$ cat config.mk
export PLATFORM = sky130hd
export DESIGN_NAME = matrix_input_sequencer
export DESIGN_NICKNAME = d
export VERILOG_FILES = /design/src/rtl/matrix_input_sequencer.sv
export SDC_FILE = /design/constraint.sdc
export NUM_CORES = 1
export LEC_CHECK = 0
export BUFFER_PORTS_ARGS = -buffer_cell sky130_fd_sc_hd__buf_2
export CORE_ASPECT_RATIO = 1.2
export CORE_UTILIZATION = 56
export DETAILED_ROUTE_END_ITERATION = 8
export PLACE_DENSITY = 0.77
export SLEW_MARGIN = 5
export SYNTH_ARGS = -nofsm -noshare
export SYNTH_HDL_FRONTEND = slang
export SYNTH_SLANG_ARGS = --single-unit
$ cat constraint.sdc
create_clock -name i_clk -period 4.05 [get_ports i_clk]
set_input_delay 0.81 -clock i_clk [delete_from_list [all_inputs] [get_ports i_clk]]
set_output_delay 0.81 -clock i_clk [all_outputs]
set_load 0.02 [all_outputs]
$ cat src/rtl/matrix_input_sequencer.sv
// Parses an ASCII "m n e00 e01 ..." byte stream into row-major element writes and
// keeps a per-shape round-robin slot pointer so each new m x n matrix overwrites the oldest slot.
module matrix_input_sequencer #(
    parameter int MAX_DIM    = 5,
    parameter int MAX_STORE  = 2,
    parameter int ELEM_WIDTH = 8,
    localparam int SLOT_W    = (MAX_STORE > 1) ? $clog2(MAX_STORE) : 1
) (
    input  logic                  i_clk,
    input  logic                  i_rst,
    input  logic                  i_start,
    input  logic                  i_abort,
    input  logic                  i_rx_valid,
    input  logic [7:0]            i_rx_data,
    output logic                  o_wr_en,
    output logic [SLOT_W-1:0]     o_wr_slot,
    output logic [2:0]            o_wr_row,
    output logic [2:0]            o_wr_col,
    output logic [ELEM_WIDTH-1:0] o_wr_data,
    output logic                  o_wr_commit,
    output logic [2:0]            o_dim_m,
    output logic [2:0]            o_dim_n,
    output logic                  o_busy,
    output logic                  o_done,
    output logic                  o_error,
    output logic [1:0]            o_err_code
);

    localparam int DIM_IDX_W = (MAX_DIM > 1) ? $clog2(MAX_DIM) : 1;

    localparam logic [1:0] ERR_NONE     = 2'd0;
    localparam logic [1:0] ERR_BAD_CHAR = 2'd1;
    localparam logic [1:0] ERR_BAD_DIM  = 2'd2;

    typedef enum logic [2:0] {
        S_IDLE,
        S_GET_M,
        S_GET_N,
        S_GET_ELEM,
        S_COMMIT
    } state_t;

    state_t r_state;
    state_t w_state_next;

    logic [SLOT_W-1:0]     r_slot_ptr [MAX_DIM][MAX_DIM];
    logic [2:0]            r_row;
    logic [2:0]            r_col;
    logic [2:0]            r_dim_m;
    logic [2:0]            r_dim_n;
    logic                  r_wr_en;
    logic [SLOT_W-1:0]     r_wr_slot;
    logic [2:0]            r_wr_row;
    logic [2:0]            r_wr_col;
    logic [ELEM_WIDTH-1:0] r_wr_data;
    logic                  r_commit;
    logic                  r_error;
    logic [1:0]            r_err_code;

    logic                  w_is_digit;
    logic                  w_is_sep;
    logic                  w_byte;
    logic [3:0]            w_digit;
    logic                  w_dim_ok;
    logic                  w_last_col;
    logic                  w_last_elem;
    logic [DIM_IDX_W-1:0]  w_m_idx;
    logic [DIM_IDX_W-1:0]  w_n_idx;
    logic [SLOT_W-1:0]     w_cur_ptr;
    logic [SLOT_W-1:0]     w_ptr_inc;

    logic                  w_arm;
    logic                  w_latch_m;
    logic                  w_latch_n;
    logic                  w_do_write;
    logic                  w_do_commit;
    logic                  w_do_error;
    logic [1:0]            w_err_kind;

    // Byte classification: a digit's value is simply its low nibble.
    assign w_is_digit = (i_rx_data >= 8'h30) && (i_rx_data <= 8'h39);
    assign w_is_sep   = (i_rx_data == 8'h20) || (i_rx_data == 8'h0D) || (i_rx_data == 8'h0A);
    assign w_byte     = i_rx_valid && !w_is_sep;
    assign w_digit    = i_rx_data[3:0];
    assign w_dim_ok   = (w_digit != 4'd0) && (w_digit <= 4'(MAX_DIM));

    assign w_last_col  = (r_col == r_dim_n - 3'd1);
    assign w_last_elem = w_last_col && (r_row == r_dim_m - 3'd1);

    assign w_m_idx   = DIM_IDX_W'(r_dim_m - 3'd1);
    assign w_n_idx   = DIM_IDX_W'(r_dim_n - 3'd1);
    assign w_cur_ptr = r_slot_ptr[w_m_idx][w_n_idx];
    assign w_ptr_inc = (w_cur_ptr == SLOT_W'(MAX_STORE - 1)) ? '0 : w_cur_ptr + SLOT_W'(1);

    always_comb begin
        // NOTE: every comb output gets a default first so no path can infer a latch.
        w_state_next = r_state;
        w_arm        = 1'b0;
        w_latch_m    = 1'b0;
        w_latch_n    = 1'b0;
        w_do_write   = 1'b0;
        w_do_commit  = 1'b0;
        w_do_error   = 1'b0;
        w_err_kind   = ERR_NONE;

        if (i_abort) begin
            w_state_next = S_IDLE;
        end else begin
            case (r_state)
                S_IDLE: begin
                    if (i_start) begin
                        w_arm        = 1'b1;
                        w_state_next = S_GET_M;
                    end
                end
                S_GET_M, S_GET_N: begin
                    if (w_byte) begin
                        if (!w_is_digit) begin
                            w_do_error = 1'b1;
                            w_err_kind = ERR_BAD_CHAR;
                        end else if (!w_dim_ok) begin
                            w_do_error = 1'b1;
                            w_err_kind = ERR_BAD_DIM;
                        end else if (r_state == S_GET_M) begin
                            w_latch_m    = 1'b1;
                            w_state_next = S_GET_N;
                        end else begin
                            w_latch_n    = 1'b1;
                            w_state_next = S_GET_ELEM;
                        end
                    end
                end
                S_GET_ELEM: begin
                    if (w_byte) begin
                        if (!w_is_digit) begin
                            w_do_error = 1'b1;
                            w_err_kind = ERR_BAD_CHAR;
                        end else begin
                            w_do_write = 1'b1;
                            if (w_last_elem) begin
                                w_state_next = S_COMMIT;
                            end
                        end
                    end
                end
                S_COMMIT: begin
                    w_do_commit  = 1'b1;
                    w_state_next = S_IDLE;
                end
                default: w_state_next = S_IDLE;
            endcase

            if (w_do_error) begin
                w_state_next = S_IDLE;
            end
        end
    end

    always_ff @(posedge i_clk) begin
        if (i_rst) begin
            r_state    <= S_IDLE;
            r_row      <= '0;
            r_col      <= '0;
            r_dim_m    <= '0;
            r_dim_n    <= '0;
            r_wr_en    <= 1'b0;
            r_wr_slot  <= '0;
            r_wr_row   <= '0;
            r_wr_col   <= '0;
            r_wr_data  <= '0;
            r_commit   <= 1'b0;
            r_error    <= 1'b0;
            r_err_code <= ERR_NONE;
            // NOTE: the pointer table is flops, not RAM, and must read as all-zero after reset,
            // so it is cleared here along with the rest of the state.
            for (int i = 0; i < MAX_DIM; i++) begin
                for (int j = 0; j < MAX_DIM; j++) begin
                    r_slot_ptr[i][j] <= '0;
                end
            end
        end else begin
            r_state  <= w_state_next;
            r_wr_en  <= w_do_write;
            r_commit <= w_do_commit;
            r_error  <= w_do_error;

            if (w_arm) begin
                r_row      <= '0;
                r_col      <= '0;
                r_err_code <= ERR_NONE;
            end
            if (w_do_error) begin
                r_err_code <= w_err_kind;
            end
            if (w_latch_m) begin
                r_dim_m <= w_digit[2:0];
            end
            if (w_latch_n) begin
                r_dim_n <= w_digit[2:0];
            end

            if (w_do_write) begin
                r_wr_row  <= r_row;
                r_wr_col  <= r_col;
                r_wr_data <= ELEM_WIDTH'(w_digit);
                r_wr_slot <= w_cur_ptr;
                if (w_last_col) begin
                    r_col <= '0;
                    r_row <= r_row + 3'd1;
                end else begin
                    r_col <= r_col + 3'd1;
                end
            end

            // The committed slot is shown on wr_slot while its pointer moves on.
            if (w_do_commit) begin
                r_wr_slot                  <= w_cur_ptr;
                r_slot_ptr[w_m_idx][w_n_idx] <= w_ptr_inc;
            end
        end
    end

    assign o_wr_en     = r_wr_en;
    assign o_wr_slot   = r_wr_slot;
    assign o_wr_row    = r_wr_row;
    assign o_wr_col    = r_wr_col;
    assign o_wr_data   = r_wr_data;
    assign o_wr_commit = r_commit;
    assign o_done      = r_commit;
    assign o_error     = r_error;
    assign o_err_code  = r_err_code;
    assign o_dim_m     = r_dim_m;
    assign o_dim_n     = r_dim_n;
    assign o_busy      = (r_state != S_IDLE);

endmodule

# --- After elaboration in Yosys (flattened, before gate mapping) ---
# Memory sizes are Yosys's and may differ from the RTL's.
# Cells that the tools add are included.
totals:
  register_bits: 31
  ram_bits: 25
  out_inout_bits: 28
  wordCells: 128
  memories: 1
classes:
  n_addsub: 5
  n_lt_le_gt_ge: 5
  n_eq_ne: 16
  n_mux: 69
  n_bitwise: 1
  n_reduce_logical: 18
memory_table:
  columns: ["memory", "words", "width", "read_ports", "rd_ports_with_merged_regs", "write_ports", "line", "rtl"]
  rows:
  - ["r_slot_ptr", 5, 5, 1, 0, 5, "46", "logic [SLOT_W-1:0] r_slot_ptr [MAX_DIM][MAX_DIM];"]
op_table:
  columns: ["op", "n"]
  rows:
  - ["3-bit two-way mux", 14]
  - ["1-bit two-way mux", 41]
  - ["8-bit by 4-bit equality test with 1-bit output (second input constant)", 2]
  - ["5-bit two-way mux", 3]
  - ["2-bit inequality test (second input constant)", 7]
  - ["2-bit two-way mux", 6]
  - ["3-bit case mux with 3 select lines", 1]
  - ["8-bit by 6-bit equality test with 1-bit output (second input constant)", 1]
  - ["8-bit by 6-bit >= comparator with 1-bit output (second input constant)", 1]
  - ["8-bit by 6-bit <= comparator with 1-bit output (second input constant)", 1]
  - ["7-bit AND reduction", 1]
  - ["3-bit by 1-bit adder with 3-bit output (second input constant)", 2]
  - ["3-bit by 2-bit equality test with 1-bit output (second input constant)", 2]
  - ["3-bit equality test", 2]
  - ["2-bit nonzero test", 3]
  - ["3-bit by 1-bit subtractor with 3-bit output (second input constant)", 2]
  - ["1-bit logical AND", 5]
  - ["5-bit OR reduction", 1]
  - ["4-bit >= comparator (second input constant)", 1]
  - ["4-bit by 3-bit <= comparator with 1-bit output (second input constant)", 1]
  - ["4-bit by 1-bit < comparator with 1-bit output (second input constant)", 1]
  - ["3-bit inverter with 4-bit output", 1]
  - ["2-bit case mux with 2 select lines", 1]
  - ["4-bit nonzero test", 1]
  - ["12 further kinds", 13]

# --- Logic depth before layout (Yosys ltp) ---
# Gate-level depths: netlist (run 1).
depth:
  depth_word: 10
  depth_mapped: 12
  depth_no_buf: 7

# --- Worst setup path after synthesis (run 1) ---
# OpenSTA, ideal clock, no wires.
synth_path:
  path_type: "register to register"
  startpoint: "register r_dim_m[0], in the netlist o_dim_m[0]"
  endpoint: "memory r_slot_ptr[4][0] (netlist bit) (data pin)"
  setup_ps: 290
  arrival_time_ps: 2973
  required_ps: 3760
  slack_ps: 786
  path_stages_with_launch: 13
  path_cell_list: "dfxtp_1 > buf_6 > buf_6 > inv_1 > ha_1 > buf_2 > clkbuf_1 > mux4_2 > nand4_1 > nand3_1 > nand4bb_4 > buf_6 > nor2_1"
synth_rtl:
  columns: ["item", "line", "rtl"]
  rows:
  - ["from (decl)", "49", "logic [2:0] r_dim_m;"]
  - ["from (signal assigned)", "196", "r_dim_m <= w_digit[2:0];"]
  - ["to (decl)", "46", null]

==> metrics.yaml, run 1 <==
status:
  outcome: "complete, no violations"
floorplan:
  rows: 32
  pin_count: 41
  die_y_microns: 91.96
  die_x_microns: 76.96
  dieArea_sq_um: 7077
  core_sq_um: 6486
  start_util_pct: 58.22
power:
  p_total_uw: 1376
  peakVddDrop_uv: 220.1
  pwr-share-comb_pct: 4.8
  p_sw_uw: 307.6
  seq_power_share_pct: 56.2
  p_clk_share_pct: 39.0
  p_int_uw: 1069
  leakage_uw: 0.001402
  switching_share_pct: 22.35
  power.density_nw_per_um2: 333.0
sta:
  skew_ns: 0.007275
  finalSetupViolations: 0
  fin_crit_ns: 2.802
  fmax_mhz: 356.9
  worst_slack_ns: 1.248
  post-route-period-util_pct: 69.18
  tns_ns: 0
  worst-slew-pin-transition_ns: 1.214
  rsz0062_at_grt: "false"
  slew_violations: 0
  final-hold-violation-count: 0
  hold_ws_ns: 0.4788
  slew_headroom_pct: 18.71
worst_setup_path:
  critical_path_class: "reg2reg"
  r2r_cells: 6
  worstPathRequired_ns: 4.10
  crit_fanout: 19
  rrSetupSlack_ns: 1.25
  crit_path_start_kind: "flop"
  rr_startpoint: "o_dim_n[0]"
  r2r-end: "r_slot_ptr[3][0]"
  worst_setup_path_end_kind: "flop"
  cp.arrival_ns: 2.85
worst_hold_path:
  whs_endpoint: "o_err_code[0]"
  hold_class: "reg2reg"
  worstHoldStart: "o_err_code[0]"
  whs_path_depth: 2
cells_and_area:
  layout_commonest_cell: "nor2_1"
  area_growth_pct: 9.443
  antennaDiodeCount: 0
  seq_area_sq_um: 1822
  nets: 399
  drive_gt1_share_pct: 20.98
  multi_input_area_sq_um: 1774
  n_fill_cell: 559
  final_cell_mix: "nor2_1 (64), edfxtp_1 (40), buf_2 (36)"
clocking:
  cts.htree.levels: 3
  cts_made_buffers: 9
  path_clk_slew_ns: 0.07
  clock-sinks: 71
  ctsHoldBuffers: 0
  post_cts_resized: 0
  root_buffer: "clkbuf_8"
  post-cts-setup-buffer-count: 0
  tritoncts: "yes"
  clockBufferDepth: 2
  worstSkewPairLatency_ns: 0.35
detailed_routing:
  wirelength_microns: 7829
  viasPerCell: 6.006
  first_pass_iters: 5
  vias: 2829
  ant_nets: 0
  wl_per_cell_microns: 16.62
  drc_errors: 0
  drt_first_iter_violations: 184
synth:
  synth_edf_count: 40
  ys.flop_type: "edfxtp_1"
  yosysSeqAreaShare_pct: 48.24
  synth_cell_type_count: 60
  ys_async_sr_fraction_pct: 0
  syn_inst: 355
  ys_warn_count: 0
  syn-cell-area_sq_um: 3776
  ys_ff_latch: 71
  avgSynthCellArea_sq_um: 10.64
global_routing:
  grt_pass1_vias: 2634
  grtUsageTotal_pct: 23.95
  antenna_found_initial: 0
  grt_first_pass_wirelength_microns: 12820
  gr-total-overflow: 0
  grt_max_degree: 33
place:
  port_buffers: 36
  post-place-ws_ns: 1.035
  dpl.hpwl_microns: 5386
  routabilityCongestion: 0.8480
job:
  max-cap-violations: 0
[routing by layer]
layer  vias to the layer above  share of wire, %  GRT usage [%]
met5                         -                 0              0
met4                         0               2.8          13.46
met3                        20               6.4          5.572
met2                        97                48          37.43
met1                      1360                42          30.53
li1                       1352                 -              -
[sequential cells by signal (all words and copies together), names as in the netlist]
register and flops:
o_wr_slot 1, r_row 3, o_dim_m 3, o_dim_n 3
r_state 3, r_slot_ptr 40, o_done 1, o_wr_col 3
o_wr_row 3, o_error 1, r_col 3, o_wr_en 1
o_err_code 2, o_wr_data 4
[worst max-delay path, cell delays in order, from the launching register on]
cell and delay (ns):
dfxtp_1 0.51, inv_1 0.08, ha_1 0.40, and2_0 0.34, o211ai_4 0.27, or4_1 0.66
o21ai_0 0.25
[worst max path at each step]
| stage | cells after the start | start | endpoint | slack, ns |
|---|---|---|---|---|
| 2_1_floorplan | 12 | o_dim_m[0] | r_slot_ptr[4][0] | 0.79 |
| 3_3_place_gp | 5 | i_abort | r_slot_ptr[3][1] | 1.12 |
| 3_5_place_dp | 5 | i_abort | r_slot_ptr[3][0] | 1.03 |
| 4_1_cts | 7 | o_dim_m[0] | r_slot_ptr[2][2] | 1.23 |
| 5_1_grt | 7 | o_dim_n[0] | r_slot_ptr[1][1] | 1.05 |
| 6_report | 6 | o_dim_n[0] | r_slot_ptr[3][0] | 1.25 |
[power groups by stage]
stage	clock network, uW	logic (uW)	registers, uW
floorplan	0	47.9	787
global placement	0	63.7	790
detailed placement	0	65.0	790
CTS	546	65.4	774
global route	577	72.3	775
finish	537	65.7	774
[cell type report]
type                       count  share of cell area [%]
sequential                    71                   44.08
multi-input combinational    250                   42.93
timing repair buffer          41                   5.268
clock buffer                  11                   3.179
tap                           85                   2.573
clock inverter                 4                   1.150
inverter                       9                  0.8174
[through the flow]
stage / cell area (sq um) / instances / util (%)
floorplan: 3787 / 358 / -
global placement: 3954 / 456 / 60.96
detailed placement: 3954 / 456 / 60.96
CTS: 4133 / 471 / 63.72
global route: 4133 / 471 / 63.72
finish: 4133 / 471 / 63.72
[Yosys cell counts (2+ instances only)]
cell | instances | area (sq um)
a21oi_1 | 13 | 65.06
nor4_2 | 8 | 100.1
nor2b_1 | 5 | 31.28
dfxtp_1 | 31 | 620.6
a31oi_1 | 4 | 25.02
buf_2 | 5 | 25.02
and2_1 | 3 | 18.77
xor2_1 | 2 | 17.52
and3_1 | 2 | 12.51
buf_4 | 6 | 45.04
nand3_1 | 5 | 25.02
mux4_2 | 8 | 180.2
or3_1 | 4 | 25.02
nor4bb_1 | 2 | 20.02
nand3b_1 | 2 | 15.01
edfxtp_1 | 40 | 1201
buf_6 | 3 | 33.78
ha_1 | 4 | 50.05
nor3_1 | 9 | 45.04
nor2_1 | 64 | 240.2
and3b_1 | 2 | 17.52
inv_1 | 9 | 33.78
mux2i_1 | 18 | 180.2
nor4_1 | 7 | 43.79
nand4_1 | 8 | 50.05
o21ai_0 | 24 | 120.1
mux4_1 | 2 | 52.55
or4_1 | 2 | 15.01
nand2_1 | 15 | 56.30
or2_2 | 2 | 12.51
clkbuf_1 | 13 | 48.80
xnor2_1 | 5 | 43.79
[cells by family after synthesis]
| kind of cell | synth area share, % |
|---|---|
| compound gates | 8.914 |
| xor+xnor | 2.684 |
| other cells | 0.09931 |
| fa+ha+maj | 1.325 |
| mux | 11.23 |
| simple gates | 22.43 |
| flops | 48.24 |
| buf+inv | 5.069 |
Power figures use the tool's default switching activity.
==> inputs of run 2 (changes only) <==
==> constraint.sdc (replaced) <==
create_clock -name i_clk -period 2.7 [get_ports i_clk]
set_input_delay 0.54 -clock i_clk [delete_from_list [all_inputs] [get_ports i_clk]]
set_output_delay 0.54 -clock i_clk [all_outputs]
set_load 0.02 [all_outputs]
==> metrics.yaml, run 2 (synthesis gave the netlist of run 1 again) <==
detailed_routing:
  ant_nets: 0
  viasPerCell: 5.956
  vias: 2871
  drt_first_iter_violations: 172
  first_pass_iters: 4
  wirelength_microns: 8131
  wl_per_cell_microns: 16.87
  drc_errors: 0
cells_and_area:
  final_cell_mix: "nor2_1 (63), edfxtp_1 (40), buf_2 (36)"
  drive_gt1_share_pct: 24.43
  nets: 409
  antennaDiodeCount: 0
  largest_reg_flops: 40
  final_util_pct: 65.32
  area_growth_pct: 12.19
  max_flop_register: "r_slot_ptr"
  layout_commonest_cell: "nor2_1"
clocking:
  path_clk_slew_ns: 0.09
  clockBufferDepth: 2
  ctsHoldBuffers: 0
  cts.htree.levels: 3
  tritoncts: "yes"
  post_cts_resized: 0
  worstSkewPairLatency_ns: 0.35
  root_buffer: "clkbuf_8"
  cts_made_buffers: 9
  post-cts-setup-buffer-count: 0
  clock-sinks: 71
power:
  p_clk_share_pct: 38.8
  seq_power_share_pct: 56.4
  peakVddDrop_uv: 457.3
  p_int_uw: 1535
  power.density_nw_per_um2: 485.7
  pwr-share-comb_pct: 4.8
  leakage_uw: 0.001459
  p_sw_uw: 522.4
  switching_share_pct: 25.39
place:
  port_buffers: 36
  post-place-ws_ns: 0.08466
  dpl.hpwl_microns: 5687
  routabilityCongestion: 0.9369
floorplan:
  die_x_microns: 76.96
  core_sq_um: 6486
  pin_count: 41
  start_util_pct: 58.22
  rows: 32
  dieArea_sq_um: 7077
  die_y_microns: 91.96
sta:
  fin_crit_ns: 2.486
  slew_violations: 0
  slew_headroom_pct: 23.29
  worst_slack_ns: 0.2140
  final-hold-violation-count: 0
  worst-slew-pin-transition_ns: 1.145
  fmax_mhz: 402.3
  post-route-period-util_pct: 92.07
  tns_ns: 0
  finalSetupViolations: 0
  skew_ns: 0.01268
worst_hold_path:
  whs_endpoint: "o_err_code[0]"
  worstHoldStart: "o_err_code[0]"
  hold_class: "reg2reg"
  whs_path_depth: 2
global_routing:
  grt_pass1_vias: 2775
  antenna_found_initial: 0
  gr-total-overflow: 0
  grt_max_degree: 32
  grtUsageTotal_pct: 25.22
  grt_first_pass_wirelength_microns: 13510
worst_setup_path:
  critical_path_class: "reg2reg"
  r2r_cells: 8
  worst_setup_path_end_kind: "flop"
  crit_path_start_kind: "flop"
  cp.arrival_ns: 2.64
  crit_fanout: 15
  r2r-end: "r_slot_ptr[2][2]"
  rrSetupSlack_ns: 0.21
  worstPathRequired_ns: 2.86
  rr_startpoint: "o_dim_m[1]"
status:
  outcome: "complete, no violations"
job:
  max-cap-violations: 0
-- run 2: layout make-up --
cell class	count	area, sq um
well taps	85	106.4
inverters	9	33.78
flip-flops and latches	71	1823
clock inverters	7	60.06
repair buffers	51	305.3
fillers	535	2250
multi-input cells	250	1784
clock buffers	9	123.9
-- run 2: per-stage QoR --
stage	cell area [sq um]	instances	hold WS [ns]	total power, uW
detailed placement	4050	466	0.4639	1283
floorplan	3800	358	0.4705	1252
finish	4237	482	0.4730	2058
global placement	4050	466	0.4512	1279
global route	4237	482	0.4823	2123
CTS	4234	482	0.4767	2071
-- run 2: layer usage --
metal / part of all wire [%] / GRT usage (%)
met1: 41 / 29.56
met2: 50 / 42.93
met5: 0 / 0
met4: 3.0 / 15.22
met3: 5.7 / 4.378
-- run 2: worst max-delay path by stage --
stage,end,startpoint,cells past startpoint
2_1_floorplan,r_slot_ptr[4][0],o_dim_m[0],12
3_3_place_gp,r_slot_ptr[3][1],o_dim_m[1],8
3_5_place_dp,r_slot_ptr[2][2],o_dim_m[1],8
4_1_cts,r_slot_ptr[2][2],o_dim_m[1],8
5_1_grt,r_slot_ptr[2][3],o_dim_m[1],8
6_report,r_slot_ptr[2][2],o_dim_m[1],8
-- run 2: critical path, cell delays in order, from the launching register on --
cell and delay [ns]:
dfxtp_1 0.35, inv_1 0.06, ha_2 0.52, mux4_2 0.35
mux2_2 0.27, nand3_1 0.12, nand4bb_4 0.17, buf_12 0.19
nor4_1 0.26
-- run 2: power by group through the flow --
stage          sequential (uW)  combinational, uW  clock, uW
2_1_floorplan             1180               71.9          0
3_3_place_gp              1180               95.1          0
3_5_place_dp              1190               97.0          0
4_1_cts                   1160               97.5        813
5_1_grt                   1160                109        852
6_report                  1160               98.0        799
